### src/rtl/poly_addsub_stream_pkg.sv
// Shared constants and FSM encoding for the Kyber coefficient add/sub stream.
package poly_addsub_stream_pkg;

    localparam int KYBER_Q = 3329;
    localparam int KYBER_N = 256;
    localparam int COEF_W  = 12;
    localparam int RAW_W   = COEF_W + 1;
    localparam int CNT_W   = 9;

    typedef enum logic [1:0] {
        ST_IDLE  = 2'd0,
        ST_RUN   = 2'd1,
        ST_DRAIN = 2'd2,
        ST_DONE  = 2'd3
    } state_t;

endpackage

### src/rtl/poly_addsub_stream_pipe.sv
// Modular correctors and the two-stage valid/ready add/sub datapath with last-tag propagation.
module cond_sub_q
    import poly_addsub_stream_pkg::*;
(
    input  logic [RAW_W-1:0]  val_i,
    output logic [COEF_W-1:0] res_o
);
    logic [COEF_W-1:0] diff;

    // Modulo-4096 subtraction is exact because the true difference lies in [0, q).
    assign diff  = val_i[COEF_W-1:0] - COEF_W'(KYBER_Q);
    assign res_o = (val_i >= RAW_W'(KYBER_Q)) ? diff : val_i[COEF_W-1:0];
endmodule

module cond_add_q
    import poly_addsub_stream_pkg::*;
(
    input  logic [RAW_W-1:0]  raw_i,
    output logic [COEF_W-1:0] res_o
);
    logic [COEF_W-1:0] sum;

    assign sum   = raw_i[COEF_W-1:0] + COEF_W'(KYBER_Q);
    assign res_o = raw_i[RAW_W-1] ? sum : raw_i[COEF_W-1:0];
endmodule

module poly_addsub_stream_pipe
    import poly_addsub_stream_pkg::*;
(
    input  logic              clk_i,
    input  logic              rst_ni,
    input  logic              op_i,
    input  logic              in_valid_i,
    input  logic [COEF_W-1:0] a_i,
    input  logic [COEF_W-1:0] b_i,
    input  logic              in_last_i,
    output logic              in_ready_o,
    output logic              out_valid_o,
    input  logic              out_ready_i,
    output logic [COEF_W-1:0] out_data_o,
    output logic              out_last_o
);
    logic              s1_valid_q, s1_valid_d;
    logic [RAW_W-1:0]  s1_raw_q, s1_raw_d;
    logic              s1_last_q, s1_last_d;
    logic              s2_valid_q, s2_valid_d;
    logic [COEF_W-1:0] s2_data_q, s2_data_d;
    logic              s2_last_q, s2_last_d;
    logic              s1_load, s2_load;
    logic [COEF_W-1:0] sub_fix, add_fix, corrected;

    cond_sub_q u_cond_sub (.val_i(s1_raw_q), .res_o(sub_fix));
    cond_add_q u_cond_add (.raw_i(s1_raw_q), .res_o(add_fix));

    assign corrected = op_i ? add_fix : sub_fix;

    always_comb begin
        s2_load    = !s2_valid_q || out_ready_i;
        s1_load    = !s1_valid_q || s2_load;
        s1_valid_d = s1_valid_q;
        s1_raw_d   = s1_raw_q;
        s1_last_d  = s1_last_q;
        s2_valid_d = s2_valid_q;
        s2_data_d  = s2_data_q;
        s2_last_d  = s2_last_q;
        if (s1_load) begin
            s1_valid_d = in_valid_i;
            if (in_valid_i) begin
                s1_raw_d  = op_i ? ({1'b0, a_i} - {1'b0, b_i}) : ({1'b0, a_i} + {1'b0, b_i});
                s1_last_d = in_last_i;
            end
        end
        if (s2_load) begin
            s2_valid_d = s1_valid_q;
            if (s1_valid_q) begin
                s2_data_d = corrected;
                s2_last_d = s1_last_q;
            end
        end
    end

    always_ff @(posedge clk_i or negedge rst_ni) begin
        if (!rst_ni) begin
            s1_valid_q <= 1'b0;
            s1_raw_q   <= '0;
            s1_last_q  <= 1'b0;
            s2_valid_q <= 1'b0;
            s2_data_q  <= '0;
            s2_last_q  <= 1'b0;
        end else begin
            s1_valid_q <= s1_valid_d;
            s1_raw_q   <= s1_raw_d;
            s1_last_q  <= s1_last_d;
            s2_valid_q <= s2_valid_d;
            s2_data_q  <= s2_data_d;
            s2_last_q  <= s2_last_d;
        end
    end

    assign in_ready_o  = s1_load;
    assign out_valid_o = s2_valid_q;
    assign out_data_o  = s2_data_q;
    // Stale tags linger in an empty stage 2, so last is qualified by valid.
    assign out_last_o  = s2_valid_q && s2_last_q;
endmodule

### src/rtl/poly_addsub_stream.sv
// Job sequencer for streaming (a+b) mod q / (a-b) mod q over one 256-coefficient polynomial pair.
module poly_addsub_stream
    import poly_addsub_stream_pkg::*;
(
    input  logic              clk,
    input  logic              rst_n,
    input  logic              start,
    input  logic              op,
    output logic              busy,
    output logic              done,
    input  logic              s_valid,
    output logic              s_ready,
    input  logic [COEF_W-1:0] s_a,
    input  logic [COEF_W-1:0] s_b,
    output logic              m_valid,
    input  logic              m_ready,
    output logic [COEF_W-1:0] m_data,
    output logic              m_last,
    output logic [1:0]        dbg_state
);
    // Handshakes: a transfer happens on a cycle where valid && ready are both high at the
    // rising edge; valid never waits on ready, and s_ready may depend combinationally on m_ready.
    state_t           state_q, state_d;
    logic [CNT_W-1:0] cnt_q, cnt_d;
    logic             op_q, op_d;
    logic             pipe_in_ready;
    logic             in_fire, in_last;

    assign s_ready = (state_q == ST_RUN) && pipe_in_ready;
    assign in_fire = s_valid && s_ready;
    assign in_last = (cnt_q == CNT_W'(KYBER_N - 1));

    always_comb begin
        state_d = state_q;
        cnt_d   = cnt_q;
        op_d    = op_q;
        case (state_q)
            ST_IDLE: begin
                if (start) begin
                    op_d    = op;
                    cnt_d   = '0;
                    state_d = ST_RUN;
                end
            end
            ST_RUN: begin
                if (in_fire) begin
                    cnt_d = cnt_q + 1'b1;
                    if (in_last) state_d = ST_DRAIN;
                end
            end
            ST_DRAIN: begin
                if (m_valid && m_ready && m_last) state_d = ST_DONE;
            end
            ST_DONE:  state_d = ST_IDLE;
            default:  state_d = ST_IDLE;
        endcase
    end

    always_ff @(posedge clk or negedge rst_n) begin
        if (!rst_n) begin
            state_q <= ST_IDLE;
            cnt_q   <= '0;
            op_q    <= 1'b0;
        end else begin
            state_q <= state_d;
            cnt_q   <= cnt_d;
            op_q    <= op_d;
        end
    end

    poly_addsub_stream_pipe u_pipe (
        .clk_i       (clk),
        .rst_ni      (rst_n),
        .op_i        (op_q),
        .in_valid_i  (in_fire),
        .a_i         (s_a),
        .b_i         (s_b),
        .in_last_i   (in_last),
        .in_ready_o  (pipe_in_ready),
        .out_valid_o (m_valid),
        .out_ready_i (m_ready),
        .out_data_o  (m_data),
        .out_last_o  (m_last)
    );

    assign busy      = (state_q == ST_RUN) || (state_q == ST_DRAIN);
    assign done      = (state_q == ST_DONE);
    assign dbg_state = state_q;
endmodule

### config.mk
export PLATFORM = sky130hd
export DESIGN_NAME = poly_addsub_stream
export DESIGN_NICKNAME = d
export VERILOG_FILES = /design/src/rtl/poly_addsub_stream_pkg.sv /design/src/rtl/poly_addsub_stream_pipe.sv /design/src/rtl/poly_addsub_stream.sv
export SDC_FILE = /design/constraint.sdc
export NUM_CORES = 1
export LEC_CHECK = 0
export CORE_UTILIZATION = 40
export CTS_CLUSTER_DIAMETER = 120
export DETAILED_ROUTE_END_ITERATION = 6
export GPL_TIMING_DRIVEN = 0
export PLACE_DENSITY = 0.64
export SLEW_MARGIN = 15
export SYNTH_ARGS = -nofsm -noshare
export SYNTH_HDL_FRONTEND = slang
export SYNTH_SLANG_ARGS = --single-unit
### constraint.sdc
create_clock -name clk -period 3.25 [get_ports clk]
set_clock_uncertainty 0.15 [all_clocks]
set_input_delay 0.325 -clock clk [delete_from_list [all_inputs] [get_ports clk]]
set_output_delay 0.325 -clock clk [all_outputs]
set_load 0.005 [all_outputs]
Yosys cells after proc, flatten, opt, wreduce, memory -nomap -nowiden
Index checks and enable logic that the tools add are counted.
{ "word_totals": {"input_bits": 30, "elab_cells": 52, "register_bits": 41, "output_inout_bits": 19} }
{ "op_classes": {"n_eq_ne": 8, "order_cmp": 1, "addsub": 5, "n_reduce_logical": 17, "muxes": 12} }
{ "ops": {"columns": ["cell", "count"], "rows": [
  ["2-to-1 mux 12 bit", 3],
  ["2-to-1 mux 9 bit", 2],
  ["case mux 9 bit (2 select lines)", 1],
  ["adder 12 x 12 -> 13 bit", 1],
  ["greater-or-equal comparator 13 x 12 -> 1 bit (second input constant)", 1],
  ["2-to-1 mux 13 bit", 1],
  ["subtractor 12 x 12 -> 13 bit", 1],
  ["adder 12 bit (second input constant)", 1],
  ["subtractor 12 bit (second input constant)", 1],
  ["adder 9 x 1 -> 9 bit (second input constant)", 1],
  ["== test 9 x 8 -> 1 bit (second input constant)", 1],
  ["2-to-1 mux 2 bit", 4],
  ["case mux 2 bit (4 select lines)", 1],
  ["AND reduction 2 bit", 3],
  ["logical AND 1 bit", 5],
  ["== test 2 bit (second input constant)", 2],
  ["inequality test 2 x 1 -> 1 bit (second input constant)", 2],
  ["inequality test 2 bit (second input constant)", 2],
  ["AND reduction 4 bit", 1],
  ["logical OR 1 bit", 3],
  ["AND reduction 3 bit", 1],
  ["== test 2 x 1 -> 1 bit (second input constant)", 1],
  ["zero test 1 bit", 2],
  ["zero test 2 bit", 1],
  ["nonzero test 2 bit", 1]
]} }

Depth between registers and ports, before layout
{ "depth": {"depth_word": 7, "ltp_mapped": 11, "ltp_nobuf": 11} }

Hierarchy
A second synthesis with hierarchy kept.
{ "unflattened": {"cells_unflattened": 374, "hier_area_um2": 3303.2} }
{ "by_module_without_submodules": {"columns": ["mod", "seq_area_each_um2", "cells_per_inst", "n_inst", "area_each_um2"], "rows": [
  ["poly_addsub_stream_pipe", 725.7, 212, 1, 1921.8],
  ["poly_addsub_stream", 300.3, 72, 1, 714.4],
  ["cond_sub_q", 0.0, 46, 1, 357.8],
  ["cond_add_q", 0.0, 44, 1, 309.0]
]} }

Worst setup path before layout
OpenSTA, ideal clock, no wires.
{ "synth_path": {"path_kind": "register to register", "start": "register op_q", "end": "register u_pipe.s1_raw_q[5]", "setup_ns": 0.095, "period_less_slack_ns": 2.504, "path_buffers": 2, "required_ns": 3.005, "stages_incl_launch_ff": 10, "path_slack_ns": 0.746, "arrival_time_ns": 2.259, "cell_sequence": "dfrtp_1 > buf_2 > clkbuf_1 > mux2i_1 > ha_1 > nor2b_1 > o31a_1 > o21a_1 > o21a_1 > o31ai_1"} }
{ "synth_between": {"elab_chain_cells": 1} }
{ "synth_lines": {"columns": ["item", "line_no", "text"], "rows": [
  ["start, declared", "poly_addsub_stream.sv:25", "logic op_q, op_d;"],
  ["start signal, assigned", "poly_addsub_stream.sv:67", "op_q <= op_d;"],
  ["2-to-1 mux 13 bit", "poly_addsub_stream_pipe.sv:69", "s1_raw_d = op_i ? ({1'b0, a_i} - {1'b0, b_i}) : ({1'b0, a_i} + {1'b0, b_i});"],
  ["end signal, assigned", "poly_addsub_stream_pipe.sv:92", "s1_raw_q <= s1_raw_d;"],
  ["end, declared", "poly_addsub_stream_pipe.sv:44", "logic [RAW_W-1:0] s1_raw_q, s1_raw_d;"]
]} }
No other way between the ends.
A chain may end at the register's enable or synchronous reset.

Worst setup path in the final report
{ "layout_path": {"start": "register op_q", "end": "register u_pipe.s1_raw_q[7]"} }
Same word-level chain as after synthesis.

==> results.rst <==
.. list-table::
   :header-rows: 1

   * - Metric
     - Value
   * - Worst setup SP type
     - flop
   * - Post-Syn Nets
     - 422
   * - Dpl cells
     - 519
   * - Leading area contributor after synthesis
     - sky130_fd_sc_hd__dfrtp_1
   * - Wire length of the first global-routing pass
     - 12100 µm
   * - CTS tree
     - yes
   * - Global route overflow
     - 0
   * - Critical path class
     - reg -> reg
   * - Most common cell in the synthesized netlist
     - sky130_fd_sc_hd__nand2_1
   * - Number of enable-type register cells in the synthesized netlist
     - 0
   * - Placeable core region
     - 7690 µm²
   * - Fin nets
     - 479
   * - Detailed-route via count
     - 2778
   * - Combinational family with the most area after synthesis
     - compound AO/OA/AOI/OAI gates
   * - Share of flip-flops with an asynchronous set or reset after synthesis
     - 100%
   * - Number of DRC violations after detailed-routing iteration 0
     - 67
   * - Detailed-route DRC error count
     - 0
   * - Tightest hold margin
     - 0.288 ns
   * - Cts bufs inserted
     - 5
   * - Full die area
     - 8270 µm²
   * - FP Rows
     - 32
   * - RSZ-0062 raised after global routing
     - no
   * - Share of synthesized cell area in and, or, nand and nor gates
     - 20.4%
   * - Routed wire length per instance
     - 13.1 µm
   * - Layout cell share with drive strength beyond 1
     - 6.57%
   * - Die outline height
     - 90.9 µm
   * - Ports
     - 49
   * - Total of endpoints with negative setup slack in the final report
     - 0
   * - Time the worst path needs with I/O delays and setup
     - 2.95 ns
   * - Slack of the worst reg-to-reg path
     - 0.30 ns
   * - Count of input and output buffers
     - 48
   * - ANT nets after route
     - 0
   * - Synthesized area per cell
     - 8.60 µm²
   * - Final HPWL from detailed placement
     - 5610 µm
   * - Number of global-route vias before repair
     - 2732
   * - Clock Latency Late Sink
     - 0.28 ns
   * - Post-synthesis mux area share
     - 2.33%
   * - Cell count after synthesis
     - 368
   * - CTS H-tree lvls
     - 2
   * - Xor and xnor fraction of the mapped netlist area
     - 8.30%
   * - Sequential fraction of the synthesis area
     - 32.4%
   * - Worst slew margin relative to its limit
     - 70.4%
   * - CTS resizes
     - 0
   * - Most numerous cell types in the synthesized netlist
     - sky130_fd_sc_hd__nand2_1, sky130_fd_sc_hd__dfrtp_1, sky130_fd_sc_hd__ha_1, sky130_fd_sc_hd__inv_1, sky130_fd_sc_hd__nor2_1
   * - Clock Sinks
     - 41
   * - Status
     - finished clean
   * - Arrival time of data at the critical path endpoint
     - 2.99 ns
   * - Worst hold path class
     - in -> async
   * - Number of synthesized register bits
     - 41
   * - Top cells by area in the synthesized netlist
     - sky130_fd_sc_hd__dfrtp_1, sky130_fd_sc_hd__ha_1, sky130_fd_sc_hd__xnor2_1
   * - Synth Cell Area
     - 3160 µm²
   * - DR vias/cell
     - 5.26
   * - Unique masters post-synth
     - 56
   * - Total Routing Usage GR
     - 17.8%
   * - Routability congestion estimate
     - 0.860
   * - Leakage power total
     - 1.64 nW
   * - Largest fanout of any net on the critical path
     - 10
   * - Initial cell density of the core
     - 41.2%
   * - Top FF cell, synth
     - sky130_fd_sc_hd__dfrtp_1
   * - Startpoint of the worst register-to-register path
     - op_q$_DFFE_PN0P_
   * - Fill count
     - 783
   * - Die width
     - 90.9 µm
   * - Antenna diode count
     - 0
   * - Drt total wl
     - 6930 µm
   * - Final hold violation count
     - 0
   * - Antenna violations before repair
     - 0
   * - Final total negative setup slack
     - 0 ns
   * - Final Cycle Share
     - 90.9%
   * - Synth Area in Compound Gates
     - 22.0%
   * - Utilization after layout
     - 50.9%
   * - Peak supply drop
     - 0.000170 V
   * - Total iterations of the first detailed-routing run
     - 4
   * - Largest net degree at the start of global routing
     - 32
   * - Clock edge transition at the registers on the reported setup and hold paths
     - 0.08 ns
   * - Yosys Warn Count
     - 0
   * - Buffer depth of the longest clock path
     - 2
   * - Max-slew violation count
     - 0
   * - Achievable frequency
     - 0.339 GHz
   * - Critical Path Sink Type
     - flop
   * - Number of maximum-capacitance violations
     - 0
   * - Synth-to-Final Area Change
     - 23.7%
   * - WP data required
     - 3.29 ns
   * - Clock tree root buffer cell
     - sky130_fd_sc_hd__clkbuf_8
   * - Filler-free cell count of the finished design
     - 528
   * - Adder-cell area share of the yosys netlist
     - 9.73%
   * - Reg2reg end
     - u_pipe.s1_raw_q[7]$_DFFE_PN0P_
   * - Yosys top cell area share
     - 32.4%
   * - Transition at the pin with the smallest max-transition slack
     - 0.441 ns
   * - P per Cell Area
     - 505 nW/µm²
   * - FF-to-FF path depth
     - 9
## where the power goes
group          switching, W  internal, W  total, W
combinational      0.000390     0.000399  0.000789
sequential         0.000121     0.000645  0.000766
clock              0.000170     0.000251  0.000421
total              0.000682      0.00129   0.00198
## sequential cells by signal, indices dropped and copies added, names as in the netlist
name                cells
u_pipe.s2_last_q        1
u_pipe.s1_last_q        1
u_pipe.out_data_o      12
u_pipe.out_valid_o      1
op_q                    1
u_pipe.s1_raw_q        13
cnt_q                   9
u_pipe.s1_valid_q       1
dbg_state               2
## how the worst max path moves through the flow
stage	slack (ns)	from	end	depth (start not counted)
2_1_floorplan	0.75	op_q$_DFFE_PN0P_	u_pipe.s1_raw_q[5]$_DFFE_PN0P_	9
3_3_place_gp	0.13	s_b[3]	u_pipe.s1_raw_q[10]$_DFFE_PN0P_	11
3_5_place_dp	0.07	s_b[3]	u_pipe.s1_raw_q[10]$_DFFE_PN0P_	11
4_1_cts	0.30	op_q$_DFFE_PN0P_	u_pipe.s1_raw_q[10]$_DFFE_PN0P_	9
5_1_grt	0.05	op_q$_DFFE_PN0P_	u_pipe.s1_raw_q[10]$_DFFE_PN0P_	9
6_report	0.30	op_q$_DFFE_PN0P_	u_pipe.s1_raw_q[7]$_DFFE_PN0P_	9
## cell families (layout without fill, tap and decap cells)
| logic type | Yosys count | count (layout) |
|---|---|---|
| AO/OA/AOI/OAI | 104 | 104 |
| XOR/XNOR | 30 | 30 |
| adder cells (fa/ha/maj) | 24 | 24 |
| buffers and inverters | 36 | 94 |
| flip-flops | 41 | 41 |
| multiplexers | 7 | 7 |
| AND/OR/NAND/NOR | 126 | 126 |
## through the flow
step                      instance area [µm²]  power [W]  setup slack (ns)
after floorplan                          3160    0.00126             0.746
after global placement                   3770    0.00155             0.133
after detailed placement                 3790    0.00157            0.0739
after CTS                                3910    0.00200             0.300
after global routing                     3910    0.00213            0.0525
final                                    3910    0.00198             0.297
## area by class of cell
class	instances	area, µm²	area share (%)
Buffer	13	63.8	1.63
Clock buffer	7	86.3	2.21
Clock inverter	1	30.0	0.767
Inverter	23	86.3	2.21
Multi-Input combinational cell	291	1990	50.8
Sequential cell	41	1030	26.2
Tap cell	102	128	3.26
Timing Repair Buffer	50	505	12.9
## cell usage in the layout (no fill, tap or decap), types with 4 or more instances in the layout
cell	count
sky130_fd_sc_hd__nand2_1	44
sky130_fd_sc_hd__mux2i_1	4
sky130_fd_sc_hd__o21ai_1	11
sky130_fd_sc_hd__a41oi_1	5
sky130_fd_sc_hd__xnor2_1	21
sky130_fd_sc_hd__and2_1	5
sky130_fd_sc_hd__clkdlybuf4s50_1	47
sky130_fd_sc_hd__nor3_1	12
sky130_fd_sc_hd__o21a_1	6
sky130_fd_sc_hd__ha_1	23
sky130_fd_sc_hd__dfrtp_1	41
sky130_fd_sc_hd__inv_1	23
sky130_fd_sc_hd__clkbuf_1	8
sky130_fd_sc_hd__a21oi_1	18
sky130_fd_sc_hd__buf_2	4
sky130_fd_sc_hd__xor2_1	9
sky130_fd_sc_hd__nand4_1	6
sky130_fd_sc_hd__clkbuf_8	6
sky130_fd_sc_hd__o21ai_0	17
sky130_fd_sc_hd__o31ai_1	5
sky130_fd_sc_hd__a31oi_1	12
sky130_fd_sc_hd__nor2b_1	4
sky130_fd_sc_hd__nand3_1	10
sky130_fd_sc_hd__and3_1	4
sky130_fd_sc_hd__nor2_1	23
## critical path, cell delays in order (launching register included)
cell                       delay (ns)
sky130_fd_sc_hd__dfrtp_1         0.32
sky130_fd_sc_hd__buf_2           0.27
sky130_fd_sc_hd__clkbuf_1        0.39
sky130_fd_sc_hd__mux2i_1         0.37
sky130_fd_sc_hd__ha_1            0.29
sky130_fd_sc_hd__nor2b_1         0.16
sky130_fd_sc_hd__o31ai_1         0.37
sky130_fd_sc_hd__a21oi_1         0.15
sky130_fd_sc_hd__o21a_1          0.20
sky130_fd_sc_hd__o31ai_1         0.19
## metal layers
layer  GRT usage, %  vias up  wire length (µm)
li1               -     1441                 -
met1           22.9     1255              3360
met2           29.9       70              3160
met3           2.26       12               215
met4           7.67        0               187
met5              0        -                 0
## timing repair
action / CTS / global route
hold buffers: 1 / 0
setup buffers: 0 / 0
hold endpoints to repair: 10 / 0
Note: power is estimated with default switching activity, not from simulation.
